===== config.mk =====
export PLATFORM = sky130hd
export DESIGN_NAME = compare_seq
export DESIGN_NICKNAME = d
export VERILOG_FILES = /design/src/rtl/compare_pkg.sv /design/src/rtl/compare_slice.sv /design/src/rtl/compare_seq.sv
export SDC_FILE = /design/constraint.sdc
export NUM_CORES = 1
export LEC_CHECK = 0
export CORE_ASPECT_RATIO = 1.4
export CORE_MARGIN = 2
export CORE_UTILIZATION = 50
export DETAILED_ROUTE_END_ITERATION = 12
export PLACE_DENSITY = 0.8
export SKIP_LAST_GASP = 1
export SYNTH_ARGS = -nofsm -noshare
export SYNTH_HDL_FRONTEND = slang
export SYNTH_HIERARCHICAL = 1
export SYNTH_SLANG_ARGS = --single-unit

===== constraint.sdc =====
create_clock -name clk -period 4.2 [get_ports clk]
set_clock_uncertainty 0.1 [all_clocks]
set_input_delay 0.63 -clock clk [delete_from_list [all_inputs] [get_ports clk]]
set_output_delay 0.63 -clock clk [all_outputs]
set_load 0.02 [all_outputs]

===== src/rtl/compare_pkg.sv =====
// rtl/compare_pkg.sv - state/result encodings and elaboration helpers for compare_seq
package compare_pkg;

    localparam logic [1:0] ST_IDLE = 2'd0;
    localparam logic [1:0] ST_RUN  = 2'd1;
    localparam logic [1:0] ST_DONE = 2'd2;

    typedef enum logic [1:0] {
        S_IDLE = ST_IDLE,
        S_RUN  = ST_RUN,
        S_DONE = ST_DONE
    } state_t;

    // Result as {big, equal, little}; consumers decode slt/sltu/branch conditions from these.
    localparam logic [2:0] RES_NONE   = 3'b000;
    localparam logic [2:0] RES_BIG    = 3'b100;
    localparam logic [2:0] RES_EQUAL  = 3'b010;
    localparam logic [2:0] RES_LITTLE = 3'b001;

    function automatic int clog2(input int value);
        int r;
        int v;
        r = 0;
        v = value - 1;
        while (v > 0) begin
            r = r + 1;
            v = v >> 1;
        end
        return r;
    endfunction

endpackage


===== src/rtl/compare_slice.sv =====
// rtl/compare_slice.sv - combinational unsigned magnitude compare of one slice
module compare_slice #(
    parameter int SLICE = 8
) (
    input  logic [SLICE-1:0] a,
    input  logic [SLICE-1:0] b,
    output logic             gt,
    output logic             lt
);

    assign gt = (a > b);
    assign lt = (a < b);

endmodule


===== src/rtl/compare_seq.sv =====
// rtl/compare_seq.sv - multi-cycle MSB-first magnitude comparator with early exit
module compare_seq
    import compare_pkg::*;
#(
    parameter int WIDTH = 32,
    parameter int SLICE = 8
) (
    input  logic             clk,
    input  logic             rst,
    input  logic             start,
    input  logic             sgn,
    input  logic [WIDTH-1:0] data1,
    input  logic [WIDTH-1:0] data2,
    output logic             busy,
    output logic             done,
    output logic             big,
    output logic             equal,
    output logic             little
);

    localparam int NSLICE = WIDTH / SLICE;
    localparam int IDXW   = (clog2(NSLICE) > 1) ? clog2(NSLICE) : 1;
    localparam logic [IDXW-1:0]  LAST_IDX = IDXW'(NSLICE - 1);
    localparam logic [WIDTH-1:0] MSB_MASK = WIDTH'(1) << (WIDTH - 1);

    if (SLICE < 1 || SLICE > WIDTH || (WIDTH % SLICE) != 0) begin : g_bad_params
        $fatal(1, "compare_seq: WIDTH must be a positive multiple of SLICE");
    end

    state_t           state, state_nxt;
    logic [WIDTH-1:0] op1, op2;
    logic [IDXW-1:0]  idx;
    logic [2:0]       res;
    logic [SLICE-1:0] slice1, slice2;
    logic             gt, lt, last;

    always_comb begin
        slice1 = op1[WIDTH-1 - int'(idx)*SLICE -: SLICE];
        slice2 = op2[WIDTH-1 - int'(idx)*SLICE -: SLICE];
    end

    assign last = (idx == LAST_IDX);

    compare_slice #(.SLICE(SLICE)) u_slice (
        .a  (slice1),
        .b  (slice2),
        .gt (gt),
        .lt (lt)
    );

    always_comb begin
        state_nxt = state;
        case (state)
            S_IDLE:  if (start) state_nxt = S_RUN;
            S_RUN:   if (gt || lt || last) state_nxt = S_DONE;
            S_DONE:  state_nxt = S_IDLE;
            default: state_nxt = S_IDLE;
        endcase
    end

    always_ff @(posedge clk) begin
        if (rst) begin
            state <= S_IDLE;
            op1   <= '0;
            op2   <= '0;
            idx   <= '0;
            res   <= RES_NONE;
        end else begin
            state <= state_nxt;
            case (state)
                S_IDLE: begin
                    if (start) begin
                        // Flipping both sign bits maps two's-complement order onto unsigned order.
                        op1 <= data1 ^ (sgn ? MSB_MASK : '0);
                        op2 <= data2 ^ (sgn ? MSB_MASK : '0);
                        idx <= '0;
                        res <= RES_NONE;
                    end
                end
                S_RUN: begin
                    if (gt)        res <= RES_BIG;
                    else if (lt)   res <= RES_LITTLE;
                    else if (last) res <= RES_EQUAL;
                    else           idx <= idx + IDXW'(1);
                end
                default: ;
            endcase
        end
    end

    assign busy = (state != S_IDLE);
    assign done = (state == S_DONE);
    assign {big, equal, little} = res;

endmodule

Word-level counts from Yosys, hierarchy flattened
Cells that the tools add are included.
{ "op_classes": {"order_cmp": 2, "n_reduce_logical": 9, "n_bitwise": 2, "eq_ne": 9, "mux": 14, "n_shift": 2, "add_sub_neg": 2} }
{ "op_table": {"columns": ["op", "n"], "rows": [
  ["$shiftx A39 B6 Y8", 2],
  ["$xor A32 B32 Y32", 2],
  ["$mux W32", 1],
  ["$mux W2", 6],
  ["$mux W3", 4],
  ["$ne A2 B2 Y1 const B", 5],
  ["$gt A8 B8 Y1", 1],
  ["$lt A8 B8 Y1", 1],
  ["$pmux W2 S2", 2],
  ["$pmux W3 S2", 1],
  ["$sub A5 B5 Y6 const A", 1],
  ["$reduce_and A5 Y1", 1],
  ["$eq A2 B2 Y1 const B", 2],
  ["$ne A4 B4 Y1 const B", 1],
  ["$reduce_and A2 Y1", 2],
  ["$reduce_bool A2 Y1", 2],
  ["$reduce_and A3 Y1", 1],
  ["$add A2 B1 Y2 const B", 1],
  ["$eq A2 B1 Y1 const B", 1],
  ["$logic_not A2 Y1", 1],
  ["$logic_or A1 B1 Y1", 2]
]} }
{ "totals": {"reg_bits": 71, "wordCells": 45} }

Logic depth before layout (Yosys ltp)
{ "logic_depth": {"depth_word": 7, "mapped_depth": 12, "mapped_depth_nobuf": 10} }

By module
The synthesis kept the hierarchy.
{ "by_module_without_submodules": {"columns": ["module", "cells_each", "area_each_um2", "n_inst", "seq_area_each_um2"], "rows": [
  ["compare_seq", 338, 3012.9, 1, 1421.4],
  ["compare_slice", 29, 211.5, 1, 0.0]
]} }

Worst setup path before layout
No wires, ideal clock.
{ "synth_timing": {"path_type": "register to register", "startpoint": "reg idx[0]", "endpoint": "reg res[0]", "path_buffers": 2, "path_slack_ns": 1.150, "arrival_time_ns": 2.890, "setup_ns": 0.059, "t_required_ns": 4.041, "synth_period_minus_slack_ns": 3.050, "stages_incl_launch_ff": 13, "cell_sequence": "dfxtp_1 > buf_2 > buf_6 > mux4_2 > inv_1 > ha_1 > nor2b_1 > o211ai_2 > a21oi_2 > o21ba_1 > or4b_4 > a21oi_2 > a22o_1"} }
{ "synth_lines": {"columns": ["element", "line_no", "rtl"], "rows": [
  ["start, declared", "compare_seq.sv:32", "logic [IDXW-1:0] idx;"],
  ["start signal, assigned", "compare_seq.sv:84", "else idx <= idx + IDXW'(1);"],
  ["$sub A5 B5 Y6 (*)", "compare_seq.sv:39", "slice2 = op2[WIDTH-1 - int'(idx)*SLICE -: SLICE];"],
  ["$shiftx A39 B6 Y8 (*)", "compare_seq.sv:39", null],
  ["net slice2[1]", "compare_seq.sv:34", "logic [SLICE-1:0] slice1, slice2;"],
  ["$gt A8 B8 Y1 (*)", "compare_slice.sv:11", "assign gt = (a > b);"],
  ["net gt", "compare_seq.sv:35", "logic gt, lt, last;"],
  ["$ne A4 B4 Y1 (no source line) or $mux W3 (tied branches)", null, null],
  ["$reduce_and A3 Y1 (no source line) or $pmux W3 S2 (tied branches)", null, null],
  ["end signal, assigned", "compare_seq.sv:67", "res <= RES_NONE;"],
  ["end signal, assigned", "compare_seq.sv:77", "res <= RES_NONE;"],
  ["end signal, assigned", "compare_seq.sv:81", "if (gt) res <= RES_BIG;"],
  ["end, declared", "compare_seq.sv:33", "logic [2:0] res;"]
]} }
Mark *: on every way through the listed nets, which the timed path passes. The rest lies on a longest branch.
A chain may end at the register's enable or synchronous reset.

Worst setup path in the final report
{ "layout_timing": {"startpoint": "reg idx[1]", "endpoint": "reg res[0]"} }
{ "layout_lines": {"columns": ["element", "line_no", "rtl"], "rows": [
  ["$sub A5 B5 Y6 (*)", "compare_seq.sv:38", "slice1 = op1[WIDTH-1 - int'(idx)*SLICE -: SLICE];"],
  ["$shiftx A39 B6 Y8 (*)", "compare_seq.sv:38", null],
  ["net slice1[7]", "compare_seq.sv:34", null],
  ["$gt A8 B8 Y1 (*)", "compare_slice.sv:11", null],
  ["net gt", "compare_seq.sv:35", null],
  ["$ne A4 B4 Y1 (no source line) or $mux W3 (tied branches)", null, null],
  ["$reduce_and A3 Y1 (no source line) or $pmux W3 S2 (tied branches)", null, null]
]} }
Marks and branches as above.

==> flow_metrics.env <==
export IMPL_post_route_drc_count=0
export IMPL_ys_ff_latch=71
export IMPL_fill_cells=492
export IMPL_yosysWarnings=6
export IMPL_drt_total_wl_um=7080
export IMPL_required_ns=4.39
export IMPL_worstHoldPathType="register to register"
export IMPL_synth_yosys_seq_area_share=0.441
export IMPL_rsz0062_at_grt="false"
export IMPL_synthFlopType="dfxtp_1"
export IMPL_synth_common_cells="nand2_1, dfxtp_1, a21oi_1, mux4_2, inv_1"
export IMPL_cts_repair_resized=0
export IMPL_place_congestion=0.779
export IMPL_synthDistinctLibCells=37
export IMPL_synth_top_family_by_area="simple AND/OR/NAND/NOR gates"
export IMPL_powerDensity_nw_per_um2=439
export IMPL_io_pins=73
export IMPL_diodes=0
export IMPL_first_iter_violations=130
export IMPL_cp_cell_sequence="mux4_2, ha_1, a21oi_1, o21ai_0, o21ba_1, or4b_4, a21oi_2, a22o_1"
export IMPL_dieArea_sq_um=7120
export IMPL_syn_avg_cell_area_sq_um=8.79
export IMPL_end_kind="register"
export IMPL_yosys_mux_area_fraction=0.112
export IMPL_syn_num_nets=444
export IMPL_syn_to_final_growth_pct=28.6
export IMPL_worst_pin_slew_ns=1.21
export IMPL_grt_busiest_layer="met2"
export IMPL_path_class="register to register"
export IMPL_p_leak_nw=1.53
export IMPL_rows=34
export IMPL_grt_pass1_wl_um=11600
export IMPL_synthSimpleGateAreaFrac=0.194
export IMPL_synthDominantCellAreaShare=0.441
export IMPL_htreeDepth=3
export IMPL_cts_tree="done"
export IMPL_final_layout_size_suffix_gt1_frac=0.102
export IMPL_tns_ns=0
export IMPL_worstPathArrival_ns=3.56
export IMPL_final_seq_area_sq_um=1420
export IMPL_whs_ns=0.351
export IMPL_dr_pass1_iters=4
export IMPL_placed_cell_area_sq_um=3880
export IMPL_fp_dieW_um=71.9
export IMPL_synth_edf_count=0
export IMPL_grt_max_degree=67
export IMPL_clock_latency_ns=0.35
export IMPL_fin_area_sq_um=4150
export IMPL_root_buffer="clkbuf_8"
export IMPL_critPathTopFamily="flip-flops"
export IMPL_crit_path_max_fanout=18
export IMPL_max_cap_violations=0
export IMPL_grtUsageMet3=0.0501
export IMPL_finalSetupViolCount=0
export IMPL_grt_use_met2=0.375
export IMPL_hold_buffers=0
export IMPL_slew_headroom=0.196
export IMPL_clock_fmax_mhz=297
export IMPL_synth_area_sq_um=3220
export IMPL_grtUsageTotal=0.214
export IMPL_fin_crit_sh=0.801
export IMPL_syn_inst=367
export IMPL_fp_coreArea_sq_um=6210
export IMPL_die_h_um=99.0
export IMPL_cp_start_kind="register"
export IMPL_grt_pass1_vias=2623
export IMPL_yosysTopAreaCell="dfxtp_1"
export IMPL_path_buf_inv=0
export IMPL_antenna_found_initial=0
export IMPL_drv_slew=0
export IMPL_pre_cts_ws_ns=0.845
export IMPL_layout_nets=503
export IMPL_io_buffer_count=72
export IMPL_overflow=0
export IMPL_netlist_top_cells_area="dfxtp_1, nand2_1, mux4_2, a21oi_1, ha_1"
export IMPL_postCtsSetupBuffers=0
export IMPL_clock_path_buffers=2
export IMPL_synth_most_common_cell="nand2_1"
export IMPL_wl_per_cell_um=14.1
export IMPL_fin_ws_ns=0.834
export IMPL_viasPerCell=5.38
export IMPL_ant_nets=0
export IMPL_cts_buffers=9
export IMPL_status="finished, final reports clean"
export IMPL_slowest_stage="dfxtp_1"
export IMPL_ir_worst_vdd_uv=376
export IMPL_synth_xor_area_share=0.00543
export IMPL_synth_compound_area_frac=0.145
export IMPL_met1_usage=0.238
export IMPL_start_util=0.519
export IMPL_vias=2708
export IMPL_synthAdderAreaFrac=0.0349
export IMPL_max_stage_delay_ns=0.89
export IMPL_hpwl_um=4980
export IMPL_async_reset_ff_frac=0
export IMPL_cts_sinks=71
export IMPL_multi_input_area_sq_um=1590
export IMPL_hold_viol_final=0
export IMPL_period_minus_slack_ns=3.37
export IMPL_clk_pin_slew_ns=0.07
## per-layer routing
layer | up-vias | routed length (um)
met2 | 63 | 3830
li1 | 1359 | -
met5 | - | 0
met1 | 1267 | 2770
met4 | 0 | 251
met3 | 19 | 230
## placed cells by master (no fill, tap or decap), types with 2 or more instances in the layout
cell type,count
buf_4,3
clkbuf_8,10
clkdlybuf4s50_1,71
dfxtp_1,71
ha_1,9
bufinv_16,4
nor2b_1,2
nand2b_1,4
nor3_1,2
inv_1,10
xnor2_1,2
a211oi_1,4
nor2_1,7
mux4_2,16
nand2_1,125
a21oi_1,66
a21oi_2,2
nand4_1,2
## per-stage QoR
stage | power, mW | instances | util
floorplan | 1.01 | 367 | -
global placement | 1.10 | 487 | 0.624
detailed placement | 1.11 | 487 | 0.624
CTS | 1.83 | 503 | 0.668
global route | 1.90 | 503 | 0.668
finish | 1.82 | 503 | 0.668
## worst paths after layout
kind,slack (ns),depth (start not counted),from,to
setup / recovery,0.83,8,idx[1]$_SDFFE_PP0P_,res[0]$_SDFFE_PP0P_
hold / removal,0.35,2,op1[11]$_SDFFE_PP0P_,op1[11]$_SDFFE_PP0P_
setup reg to reg,0.83,8,idx[1]$_SDFFE_PP0P_,res[0]$_SDFFE_PP0P_
hold reg to reg,0.35,2,op1[11]$_SDFFE_PP0P_,op1[11]$_SDFFE_PP0P_
## report_power, final
part | switching, mW | internal [mW]
combinational | 0.173 | 0.163
clock | 0.249 | 0.472
sequential | 0.0334 | 0.729
total | 0.456 | 1.36
## state kept, by name (all words and copies together) (netlist names)
register and flops:
op2 32, state 2, op1 32, idx 2
res 3
## final cells by class
class                   instances  share of cell area
clock buffers                  11              0.0341
clock inverters                 5              0.0311
inverters                      10             0.00905
multi-input cells             259               0.383
flip-flops and latches         71               0.343
well taps                      72              0.0217
repair buffers                 75               0.178
## worst register-to-register path, cell delays in order (launching register included)
cell     delay [ns]
dfxtp_1        0.89
mux4_2         0.62
ha_1           0.35
a21oi_1        0.15
o21ai_0        0.11
o21ba_1        0.26
or4b_4         0.55
a21oi_2        0.15
a22o_1         0.15
## cells by family after synthesis
logic type	after synthesis
adder cells (fa/ha/maj)	9
AO/OA/AOI/OAI	83
XOR/XNOR	2
flip-flops	71
AND/OR/NAND/NOR	149
buffers and inverters	37
multiplexers	16
Power figures use the tool's default switching activity.
